## config.mk

```make
export PLATFORM = sky130hd
export DESIGN_NAME = fir_coef_load_ctrl
export DESIGN_NICKNAME = d
export VERILOG_FILES = /design/src/rtl/fir_coef_pkg.sv /design/src/rtl/fir_coef_rd_pipe.sv /design/src/rtl/fir_coef_load_ctrl.sv
export SDC_FILE = /design/constraint.sdc
export NUM_CORES = 1
export LEC_CHECK = 0
export ABC_CLOCK_PERIOD_IN_PS = 2350
export CORE_MARGIN = 3
export CORE_UTILIZATION = 29
export CTS_CLUSTER_DIAMETER = 60
export DETAILED_ROUTE_END_ITERATION = 12
export SLEW_MARGIN = 10
export SYNTH_ARGS = -nofsm -noshare
export SYNTH_HDL_FRONTEND = slang
export SYNTH_SLANG_ARGS = --single-unit
```

## constraint.sdc

```tcl
create_clock -name OPB_Clk -period 2.35 [get_ports OPB_Clk]
set_clock_uncertainty 0.1 [all_clocks]
set_input_delay 0.235 -clock OPB_Clk [delete_from_list [all_inputs] [get_ports OPB_Clk]]
set_output_delay 0.235 -clock OPB_Clk [all_outputs]
set_load 0.02 [all_outputs]
```

## src/rtl/fir_coef_pkg.sv

```systemverilog
// Shared state encoding and register bit positions for the FIR coefficient loader.
package fir_coef_pkg;
  typedef enum logic [1:0] {S_IDLE, S_READ, S_DRAIN, S_ARM} state_e;

  localparam int GO_BIT  = 31;
  localparam int BUSY    = 0;
  localparam int DONE    = 1;
  localparam int ERR     = 2;
  localparam int OVR     = 3;
  localparam int CNT_LSB = 8;
endpackage

```

## src/rtl/fir_coef_rd_pipe.sv

```systemverilog
// Delay line of {valid, addr} matching staging BRAM read latency, so the
// write strobe and tap address line up with the returned data.
module fir_coef_rd_pipe #(
  parameter int RD_LAT = 2,
  parameter int AW     = 9
) (
  input  logic          clk_i,
  input  logic          rst_i,
  input  logic          vld_i,
  input  logic [AW-1:0] addr_i,
  output logic          vld_o,
  output logic [AW-1:0] addr_o
);
  logic [RD_LAT-1:0]         vld_q;
  logic [RD_LAT-1:0][AW-1:0] addr_q;

  always_ff @(posedge clk_i) begin
    if (rst_i) begin
      vld_q  <= '0;
      addr_q <= '0;
    end else begin
      vld_q[0]  <= vld_i;
      addr_q[0] <= addr_i;
      for (int i = 1; i < RD_LAT; i++) begin
        vld_q[i]  <= vld_q[i-1];
        addr_q[i] <= addr_q[i-1];
      end
    end
  end

  assign vld_o  = vld_q[RD_LAT-1];
  assign addr_o = addr_q[RD_LAT-1];
endmodule

```

## src/rtl/fir_coef_load_ctrl.sv

```systemverilog
// Streams staged FIR taps into the shadow coefficient bank, then swaps banks
// on a frame boundary so the filter never sees a half-written set.
module fir_coef_load_ctrl
  import fir_coef_pkg::*;
#(
  parameter int TAPS_W  = 9,
  parameter int MAX_TAP = 255,
  parameter int RD_LAT  = 2,
  parameter int DATA_W  = 32
) (
  input  logic              OPB_Clk,
  input  logic              OPB_Rst,
  input  logic [31:0]       ctrl_word,
  output logic [TAPS_W-1:0] stage_addr,
  input  logic [DATA_W-1:0] stage_data,
  output logic              coef_we,
  output logic [TAPS_W-1:0] coef_addr,
  output logic [DATA_W-1:0] coef_data,
  output logic              coef_bank,
  input  logic              frame_sync,
  output logic              bank_sel,
  output logic [31:0]       status_word
);
  state_e            state_q, state_d;
  logic              go_q;
  logic [TAPS_W-1:0] n_q, n_d, addr_q, addr_d;
  logic              bank_q, bank_d;
  logic              busy_q, busy_d, done_q, done_d, err_q, err_d, ovr_q, ovr_d;
  logic [7:0]        cnt_q, cnt_d;
  logic              rd_vld, p_vld;
  logic [TAPS_W-1:0] p_addr, n_in;
  logic              go_evt, n_ok, ctrl_unused;

  assign n_in        = ctrl_word[TAPS_W-1:0];
  assign n_ok        = 32'(n_in) <= 32'(MAX_TAP);
  assign go_evt      = ctrl_word[GO_BIT] ^ go_q;
  assign ctrl_unused = ^ctrl_word[30:TAPS_W];

  always_comb begin
    state_d = state_q;
    n_d     = n_q;
    addr_d  = addr_q;
    bank_d  = bank_q;
    busy_d  = busy_q;
    done_d  = done_q;
    err_d   = err_q;
    ovr_d   = ovr_q;
    cnt_d   = cnt_q;
    rd_vld  = 1'b0;
    case (state_q)
      S_IDLE: if (go_evt) begin
        n_d    = n_in;
        done_d = 1'b0;
        if (!n_ok) begin
          err_d = 1'b1;
        end else begin
          err_d   = 1'b0;
          ovr_d   = 1'b0;
          busy_d  = 1'b1;
          addr_d  = '0;
          state_d = S_READ;
        end
      end
      S_READ: begin
        rd_vld = 1'b1;
        if (addr_q == n_q) state_d = S_DRAIN;
        else               addr_d  = addr_q + 1'b1;
      end
      // Leave DRAIN only once the last tap's write is on the bus.
      S_DRAIN: if (p_vld && p_addr == n_q) state_d = S_ARM;
      S_ARM: if (frame_sync) begin
        bank_d  = ~bank_q;
        cnt_d   = cnt_q + 8'd1;
        done_d  = 1'b1;
        busy_d  = 1'b0;
        state_d = S_IDLE;
      end
      default: state_d = S_IDLE;
    endcase
    if (go_evt && state_q != S_IDLE) ovr_d = 1'b1;
  end

  always_ff @(posedge OPB_Clk) begin
    // History loads during reset too, so leaving reset never looks like a toggle.
    go_q <= ctrl_word[GO_BIT];
    if (OPB_Rst) begin
      state_q <= S_IDLE;
      n_q     <= '0;
      addr_q  <= '0;
      bank_q  <= 1'b0;
      busy_q  <= 1'b0;
      done_q  <= 1'b0;
      err_q   <= 1'b0;
      ovr_q   <= 1'b0;
      cnt_q   <= '0;
    end else begin
      state_q <= state_d;
      n_q     <= n_d;
      addr_q  <= addr_d;
      bank_q  <= bank_d;
      busy_q  <= busy_d;
      done_q  <= done_d;
      err_q   <= err_d;
      ovr_q   <= ovr_d;
      cnt_q   <= cnt_d;
    end
  end

  fir_coef_rd_pipe #(.RD_LAT(RD_LAT), .AW(TAPS_W)) u_rd_pipe (
    .clk_i  (OPB_Clk),
    .rst_i  (OPB_Rst),
    .vld_i  (rd_vld),
    .addr_i (addr_q),
    .vld_o  (p_vld),
    .addr_o (p_addr)
  );

  assign stage_addr  = addr_q;
  assign coef_we     = p_vld;
  assign coef_addr   = p_addr;
  assign coef_data   = p_vld ? stage_data : '0;
  assign bank_sel    = bank_q;
  assign coef_bank   = ~bank_q;
  assign status_word = {16'h0, cnt_q, 4'h0, ovr_q, err_q, done_q, busy_q};
endmodule

```

==> results of run 1 <==
## layout make-up
class	instances	area (um2)	area share [%]
tap	108	135	3.47
sequential	54	1080	27.8
clock buffer	5	68.8	1.77
multi-input combinational	228	1360	35.1
clock inverter	3	28.8	0.740
timing repair buffer	120	1170	30.2
inverter	10	37.5	0.965
## per-layer routing
layer / track usage [%] / share of wire, % / vias to the layer above
met5: 0 / 0 / -
met4: 3.29 / 0.94 / 0
met3: 3.25 / 9.7 / 7
met2: 23.9 / 48 / 103
met1: 14.9 / 41 / 1088
li1: - / - / 1195
## state kept, by name (all words and copies together) (netlist names), 2 cells and up
| name | flops |
|---|---|
| u_rd_pipe.addr_q | 9 |
| u_rd_pipe.vld_q | 2 |
| stage_addr | 9 |
| n_q | 9 |
| cnt_q | 8 |
| u_rd_pipe.addr_o | 9 |
| state_q | 2 |
## power groups by stage
stage	Clock, mW	Sequential [mW]	Combinational, mW
5_1_grt	0.601	1.08	1.04
3_3_place_gp	0	1.08	0.929
3_5_place_dp	0	1.09	0.942
2_1_floorplan	0	1.08	0.623
4_1_cts	0.574	1.06	0.945
6_report	0.554	1.06	0.938
## cell families (layout without fill, tap and decap cells)
kind of cell               after synthesis  after routing  share of synthesized area [%]
DFF                                     54             54                           39.8
other                                    1             20                          0.138
AOI/OAI and AO/OA                       42             42                           9.31
muxes                                    1              1                          0.369
buffers and inverters                   56            138                           12.6
and+or+nand+nor                        131            131                           25.7
adders and majority gates                6              6                           2.76
xor gates and xnor gates                28             28                           9.31
## layout by cell type (no fill, tap or decap), drive strengths merged, types with 5 or more instances in the layout
cell,Yosys,routed
and2,32,32
nand4,7,7
inv,10,12
conb,1,20
buf,37,11
nor2,17,17
a21oi,22,22
xor2,16,16
ha,6,6
xnor2,12,12
nor2b,18,18
clkbuf,9,5
nand3,17,17
clkdlybuf4s50,0,109
nand2,25,25
dfxtp,54,54
## worst max-delay path by stage
stage                                   from       endpoint  slack [ns]  cells after the start
final                             state_q[0]     state_q[0]        0.30                      7
after global placement         ctrl_word[31]  stage_addr[5]        0.14                      6
after CTS                 u_rd_pipe.vld_q[1]  coef_data[29]        0.28                      3
after floorplan                   state_q[0]  stage_addr[7]        0.29                      9
after global routing              state_q[0]     state_q[0]        0.16                      7
after detailed placement       ctrl_word[31]  stage_addr[7]        0.14                      6
## stage by stage
| step | utilization (%) | area (um2) | std cells |
|---|---|---|---|
| after floorplan | - | 2790 | 338 |
| final | 43.7 | 3890 | 528 |
| after CTS | 43.7 | 3890 | 528 |
| after global placement | 42.6 | 3790 | 520 |
| after global routing | 43.7 | 3890 | 528 |
| after detailed placement | 42.6 | 3790 | 520 |
==> impl_metrics.ini, run 1 <==
[status]
outcome = finished clean

[clocking]
cts_root_buffer = sky130_fd_sc_hd__clkbuf_8
post_cts.resized_instances = 0
cts_buffers = 5
cts_hold_buf = 0
path_clk_slew_ns = 0.10
clock_sinks = 54
clk-insertion-delay-late_ns = 0.31
cts_tree = done
ctsHtreeMaxLevel = 2
cts.repair_timing.setup_buffer_count = 0
clk_path_buf_depth = 2

[finish]
area_growth_syn_to_layout_pct = 43.2
num-nets-final = 492
layout-drive-gt1-share_pct = 5.48
fillCellCount = 914
n_antenna_cell = 0

[routing]
drc = 0
first_iter_violations = 84
drt-pass1-iter-count = 4
vias = 2393
drtAntennaViolNets = 0
drt-wirelength-per-cell_um = 13.5
wl_um = 7140
viasPerCell = 4.53

[critical_path]
worstSetupPathType = reg -> reg
critical_path.reg2reg.endpoint = state_q[0]
crit-reg2reg-launch = state_q[0]
r2r_slack_ns = 0.30
worstPathBufferInverterCount = 2
timing.reg2reg.worst_path_depth = 7
start_kind = flop
worstSetupEndpointType = flop
crit_arrival_ns = 2.16
crit_path_top_delay_cell = sky130_fd_sc_hd__dfxtp_1
crit_path_leading_delay_family = compound AO/OA/AOI/OAI gates
timing.critical_path.slowest_cell_delay_ns = 0.40
critical_path_peak_fanout = 17
cp_data_required_time_ns = 2.46
chain_of_cells_forming_the_critical_path = inv_1 > ha_1 > buf_4 > o21ai_0 > a21boi_0 > nor4bb_1 > nor3_1

[logic_synthesis]
synth_commonest_cells = 54 x sky130_fd_sc_hd__dfxtp_1, 33 x sky130_fd_sc_hd__buf_4, 32 x sky130_fd_sc_hd__and2_1
synth.top_cell.area_share_pct = 39.8
yosysSeqAreaShare_pct = 39.8
synth_cell_type_count = 35
synth-async-reset-ratio_pct = 0
synth_edf_count = 0
synth-main-ff-cell = sky130_fd_sc_hd__dfxtp_1
synthesis.area_um2 = 2720
synthesis.yosys.warnings = 0
synthMostInstantiatedCell = sky130_fd_sc_hd__dfxtp_1
yosys.area.top_type = sky130_fd_sc_hd__dfxtp_1
syn-mean-instance-area_um2 = 8.51
post_synthesis_sequential_element_count = 54
post_synth_main_area_contributors = sky130_fd_sc_hd__dfxtp_1 40%, sky130_fd_sc_hd__buf_4 9.1%, sky130_fd_sc_hd__and2_1 7.4%, sky130_fd_sc_hd__xor2_1 4.8%, sky130_fd_sc_hd__nor2b_1 4.1%
synth_cells = 319

[power_and_ir_drop]
vdd.ir_drop.worst_mv = 0.312
overall_power_after_layout_mw = 2.56
switchingPower_mw = 0.926
internal_power_mw = 1.63
swShare_pct = 36.2
power.share.clock_pct = 21.7
seq_power_share_pct = 41.6
pwr-share-comb_pct = 36.7
cellPowerDensity_nw_per_um2 = 658
p_leak_nw = 1.52

[place]
placement.setup.worst_slack_ns = 0.138
buffer_ports.inserted = 109
finalWeightedCongestion = 0.806
dp_hpwl_um = 5730

[timing]
fin_crit_ns = 2.05
setup_total_negative_slack_ns = 0
worst_slack_ns = 0.296
drv_slew = 0
whs_ns = 0.344
rsz0062_at_grt = false
setup_viol = 0
finalHoldViolCount = 0
layout_worst_path_cycle_share_pct = 87.4
timing.fmax_mhz = 487

[grt]
grt_start_max_net_pins = 35
gr-usage-all-layers_pct = 13.0
first_global_vias = 2236
global_route.overflow_total = 0
grt_first_pass_wirelength_um = 10800
initial_antenna_violation_count = 0

[run]
max_cap_violations = 0

[floorplan]
floorplan.rows = 34
die_area_um2 = 10600
design.core.area_um2 = 8890
pin_count = 152
start_util_pct = 30.5
chip_height_um = 103
die_width_um = 103

[min_path]
holdCritStartpoint = u_rd_pipe.addr_q[0]
min_to = u_rd_pipe.addr_o[0]
hold_path.class = reg -> reg
hold_depth = 1
Note: power is estimated with default switching activity, not from simulation.
==> run 2: changes to the inputs <==
- ABC_AREA: unset -> 0
- CORE_UTILIZATION: 29 -> 30
- PLACE_DENSITY: unset -> 0.65
==> run 2 against run 1 <==
Compared with the run above: first-iteration DRC count rose by 14%; worst setup slack got worse by 0.075 ns; worst hold slack improved by 0.0021 ns; clock-buffer cell count did not move; clock power rose by 14%; maximum frequency fell by 3.5%; final area rose by 0.39%; combinational power rose by 0.4%; sequential share of layout area fell by 0.11 points; non-clock buffer count did not move; largest cell class unchanged.
==> impl_metrics.ini, run 2 (synthesis gave the netlist of run 1 again) <==
[place]
placement.setup.worst_slack_ns = 0.0614
placed_cells = 520
finalWeightedCongestion = 0.747
dp_hpwl_um = 5810
placed_cell_area_um2 = 3790
buffer_ports.inserted = 109

[timing]
rsz0062_at_grt = false
worst_slack_ns = 0.221
setup_viol = 0
whs_ns = 0.346
layout_worst_path_cycle_share_pct = 90.6
timing.fmax_mhz = 470
fin_crit_ns = 2.13
finalHoldViolCount = 0
drv_slew = 0
setup_total_negative_slack_ns = 0

[floorplan]
die_area_um2 = 10200
floorplan.rows = 34
die_width_um = 101
chip_height_um = 101
start_util_pct = 31.0
design.core.area_um2 = 8760
pin_count = 152

[finish]
stdcell_count = 528
fillCellCount = 890
layout-drive-gt1-share_pct = 5.48
area_growth_syn_to_layout_pct = 43.8
n_antenna_cell = 0
ff_latch_area_um2 = 1080
post-route-cell-area_um2 = 3900
final_cell_mix = 109 x sky130_fd_sc_hd__clkdlybuf4s50_1, 54 x sky130_fd_sc_hd__dfxtp_1, 32 x sky130_fd_sc_hd__and2_1
num-nets-final = 492
layout_commonest_cell = sky130_fd_sc_hd__clkdlybuf4s50_1
multiInputGateArea_um2 = 1360

[power_and_ir_drop]
p_leak_nw = 1.53
swShare_pct = 34.3
pwr-share-comb_pct = 35.7
seq_power_share_pct = 40.3
cellPowerDensity_nw_per_um2 = 676
vdd.ir_drop.worst_mv = 0.278
switchingPower_mw = 0.907
internal_power_mw = 1.73
power.share.clock_pct = 24.0

[routing]
vias = 2402
viasPerCell = 4.55
first_iter_violations = 96
drt-pass1-iter-count = 4
drtAntennaViolNets = 0
drt-wirelength-per-cell_um = 13.8
drc = 0
wl_um = 7270

[critical_path]
cp_data_required_time_ns = 2.49
worstSetupEndpointType = flop
crit_arrival_ns = 2.26
worstSetupPathType = reg -> reg
critical_path_peak_fanout = 9
start_kind = flop

[clocking]
cts_buffers = 5
clock_sinks = 54
clk-insertion-delay-late_ns = 0.31
cts.repair_timing.setup_buffer_count = 0
cts_hold_buf = 0
ctsHtreeMaxLevel = 2
path_clk_slew_ns = 0.10
cts_tree = done
cts_root_buffer = sky130_fd_sc_hd__clkbuf_8
post_cts.resized_instances = 0
clk_path_buf_depth = 2

[grt]
global_route.overflow_total = 0
gr-usage-all-layers_pct = 13.9
grt_start_max_net_pins = 35
grt_use_met3_pct = 3.37
grt-busiest-layer = met2
met2_usage_pct = 24.1
grt_first_pass_wirelength_um = 11300
initial_antenna_violation_count = 0
groute.layer.met1.usage_pct = 17.1
first_global_vias = 2293

[min_path]
hold_path.class = reg -> reg

[status]
outcome = finished clean

[run]
max_cap_violations = 0
[run 2: stage by stage]
step	utilization [%]	power, mW
floorplan	-	1.70
global placement	43.3	2.01
detailed placement	43.3	2.03
CTS	44.5	2.66
global route	44.5	2.79
finish	44.5	2.64
[run 2: cell type report]
cell class,instances,area share [%]
Clock buffer,5,1.76
Clock inverter,3,1.12
Inverter,10,0.962
Multi-Input combinational cell,228,34.9
Sequential cell,54,27.7
Tap cell,108,3.46
Timing Repair Buffer,120,30.1
[run 2: metal layers]
| metal | share of wire [%] | up-vias |
|---|---|---|
| met1 | 42 | 1097 |
| met5 | 0 | - |
| li1 | - | 1197 |
| met3 | 8.3 | 9 |
| met2 | 48 | 99 |
| met4 | 1.5 | 0 |
[run 2: power groups by stage]
stage / sequential (mW) / combinational (mW) / clock (mW)
final: 1.06 / 0.942 / 0.634
after global routing: 1.08 / 1.04 / 0.679
after CTS: 1.07 / 0.945 / 0.647
after detailed placement: 1.09 / 0.942 / 0
after global placement: 1.09 / 0.927 / 0
after floorplan: 1.08 / 0.623 / 0
[run 2: path summary, 6_finish.rpt]
check / startpoint / to / slack [ns] / cells past startpoint
setup reg to reg: state_q[1] / stage_addr[5] / 0.22 / 7
hold / removal: u_rd_pipe.addr_q[6] / u_rd_pipe.addr_o[6] / 0.35 / 1
setup / recovery: state_q[1] / stage_addr[5] / 0.22 / 7
hold reg to reg: u_rd_pipe.addr_q[6] / u_rd_pipe.addr_o[6] / 0.35 / 1
[run 2: worst max-delay path, cell delays in order, from the launching register on]
cell	delay, ns
sky130_fd_sc_hd__dfxtp_1	0.34
sky130_fd_sc_hd__inv_1	0.10
sky130_fd_sc_hd__ha_1	0.28
sky130_fd_sc_hd__nor2b_1	0.17
sky130_fd_sc_hd__a31oi_1	0.09
sky130_fd_sc_hd__a41o_1	0.34
sky130_fd_sc_hd__or4_1	0.49
sky130_fd_sc_hd__a21oi_1	0.16
==> run 3: changes to the inputs <==
--- a/config.mk
+++ b/config.mk
@@ -13,5 +13,5 @@
 export DETAILED_ROUTE_END_ITERATION = 12
 export PLACE_DENSITY = 0.65
-export SLEW_MARGIN = 10
+export SLEW_MARGIN = 20
 export SYNTH_ARGS = -nofsm -noshare
 export SYNTH_HDL_FRONTEND = slang
--- a/constraint.sdc
+++ b/constraint.sdc
@@ -3,3 +3,3 @@
 set_input_delay 0.235 -clock OPB_Clk [delete_from_list [all_inputs] [get_ports OPB_Clk]]
 set_output_delay 0.235 -clock OPB_Clk [all_outputs]
-set_load 0.02 [all_outputs]
+set_load 0.005 [all_outputs]
==> run 3 against run 2 <==
Compared with the run above: combinational power is 10% lower; via count is 0.37% higher; maximum frequency is 0.19% lower; clock power is 18% lower; routed wire length is 1.8% lower; critical path depth stayed put; highest routed layer unchanged; clock-buffer cell count stayed put.
==> impl_metrics.ini, run 3 (synthesis gave the netlist of run 1 again) <==
[floorplan]
die_area_um2 = 10200
die_width_um = 101
chip_height_um = 101
start_util_pct = 31.0
design.core.area_um2 = 8760
floorplan.rows = 34
pin_count = 152

[critical_path]
start_kind = flop
cp_data_required_time_ns = 2.49
crit_arrival_ns = 2.27
crit_path_top_delay_cell = sky130_fd_sc_hd__or4_1
chain_of_cells_forming_the_critical_path = inv_1 > ha_1 > nor2b_1 > a31oi_1 > a41o_1 > or4_1 > a21oi_1
worstSetupEndpointType = flop
timing.critical_path.slowest_cell_delay_ns = 0.50
worstSetupPathType = reg -> reg
critical_path_peak_fanout = 9

[finish]
core_util_final_pct = 44.2
final_cell_mix = 109 x sky130_fd_sc_hd__clkdlybuf4s50_1, 54 x sky130_fd_sc_hd__dfxtp_1, 32 x sky130_fd_sc_hd__and2_1
n_antenna_cell = 0
area_growth_syn_to_layout_pct = 42.7
num-nets-final = 491
fillCellCount = 842
layout_commonest_cell = sky130_fd_sc_hd__clkdlybuf4s50_1
layout-drive-gt1-share_pct = 5.25

[power_and_ir_drop]
seq_power_share_pct = 43.7
switchingPower_mw = 0.809
pwr-share-comb_pct = 34.9
vdd.ir_drop.worst_mv = 0.348
p_leak_nw = 1.51
internal_power_mw = 1.62
swShare_pct = 33.3
power.share.clock_pct = 21.4
cellPowerDensity_nw_per_um2 = 627

[routing]
wirelength_met1_um = 2910
drt-pass1-iter-count = 4
drtAntennaViolNets = 0
topRoutingLayerUsed = met4
wl_met3_um = 719
vias = 2411
viasPerCell = 4.57
first_iter_violations = 123
drt-wirelength-per-cell_um = 13.6
wl_um = 7140
routed_wire_length_on_met2_um = 3370
drc = 0

[clocking]
ctsHtreeMaxLevel = 2
cts_root_buffer = sky130_fd_sc_hd__clkbuf_8
clock_sinks = 54
cts_buffers = 5
path_clk_slew_ns = 0.10
cts.repair_timing.setup_buffer_count = 0
post_cts.resized_instances = 0
clk_path_buf_depth = 2
clk-insertion-delay-late_ns = 0.31
cts_hold_buf = 0
cts_tree = done

[timing]
layout_worst_path_cycle_share_pct = 90.8
whs_ns = 0.341
fin_crit_ns = 2.13
drv_slew = 0
finalHoldViolCount = 0
setup_viol = 0
rsz0062_at_grt = false
timing.fmax_mhz = 469
setup_total_negative_slack_ns = 0

[run]
max_cap_violations = 0

[min_path]
hold_path.class = reg -> reg

[grt]
gr-usage-all-layers_pct = 13.9
global_route.overflow_total = 0
initial_antenna_violation_count = 0
grt_start_max_net_pins = 35
first_global_vias = 2335
grt_first_pass_wirelength_um = 11400

[status]
outcome = finished clean

[place]
finalWeightedCongestion = 0.753
dp_hpwl_um = 5800
buffer_ports.inserted = 109
run 3: changes by cell type in the layout (fill, tap and decap cells not counted), sizes merged:
cell,previous run,this run
buf,11,10
clkinvlp,0,1
bufinv,1,0
inv,11,10
clkinv,1,2
run 3: final cells by class:
cell class / count / area (um2) / share of cell area [%]
Tap cell: 108 / 135 / 3.49
Inverter: 10 / 37.5 / 0.969
Multi-Input combinational cell: 228 / 1360 / 35.2
Clock buffer: 5 / 68.8 / 1.78
Sequential cell: 54 / 1080 / 27.9
Clock inverter: 3 / 21.3 / 0.549
Timing Repair Buffer: 119 / 1170 / 30.1
run 3: metrics by stage:
step / cell area [um2] / setup WS [ns] / power [mW] / instances
final: 3870 / 0.217 / 2.43 / 527
after floorplan: 2790 / 0.289 / 1.61 / 338
after global routing: 3870 / 0.125 / 2.59 / 527
after detailed placement: 3780 / 0.0769 / 1.94 / 519
after global placement: 3780 / 0.0934 / 1.92 / 519
after CTS: 3870 / 0.240 / 2.45 / 527
run 3: path summary, 6_finish.rpt:
| kind | from | to | slack [ns] | cells after the start |
|---|---|---|---|---|
| worst max-delay path | state_q[1] | stage_addr[5] | 0.22 | 7 |
| worst min-delay path | u_rd_pipe.addr_q[7] | u_rd_pipe.addr_o[7] | 0.34 | 1 |
| worst max register to register | state_q[1] | stage_addr[5] | 0.22 | 7 |
| worst min register to register | u_rd_pipe.addr_q[7] | u_rd_pipe.addr_o[7] | 0.34 | 1 |
run 3: worst max-delay path, delay by kind of cell (launching register included):
kind	cells	cell delay, ns
simple gates	2	0.67
compound gates	3	0.59
flops	1	0.34
fa+ha+maj	1	0.28
buf+inv	1	0.10
run 3: power by group through the flow:
stage / clock (mW) / sequential, mW / combinational, mW
finish: 0.520 / 1.06 / 0.848
global route: 0.571 / 1.08 / 0.942
CTS: 0.534 / 1.07 / 0.855
detailed placement: 0 / 1.09 / 0.852
global placement: 0 / 1.09 / 0.837
floorplan: 0 / 1.07 / 0.541
run 3: per-layer routing:
metal	GRT usage [%]	up-vias
met5	0	-
met4	4.81	0
met3	3.86	13
met2	24.3	123
met1	16.4	1075
li1	-	1200
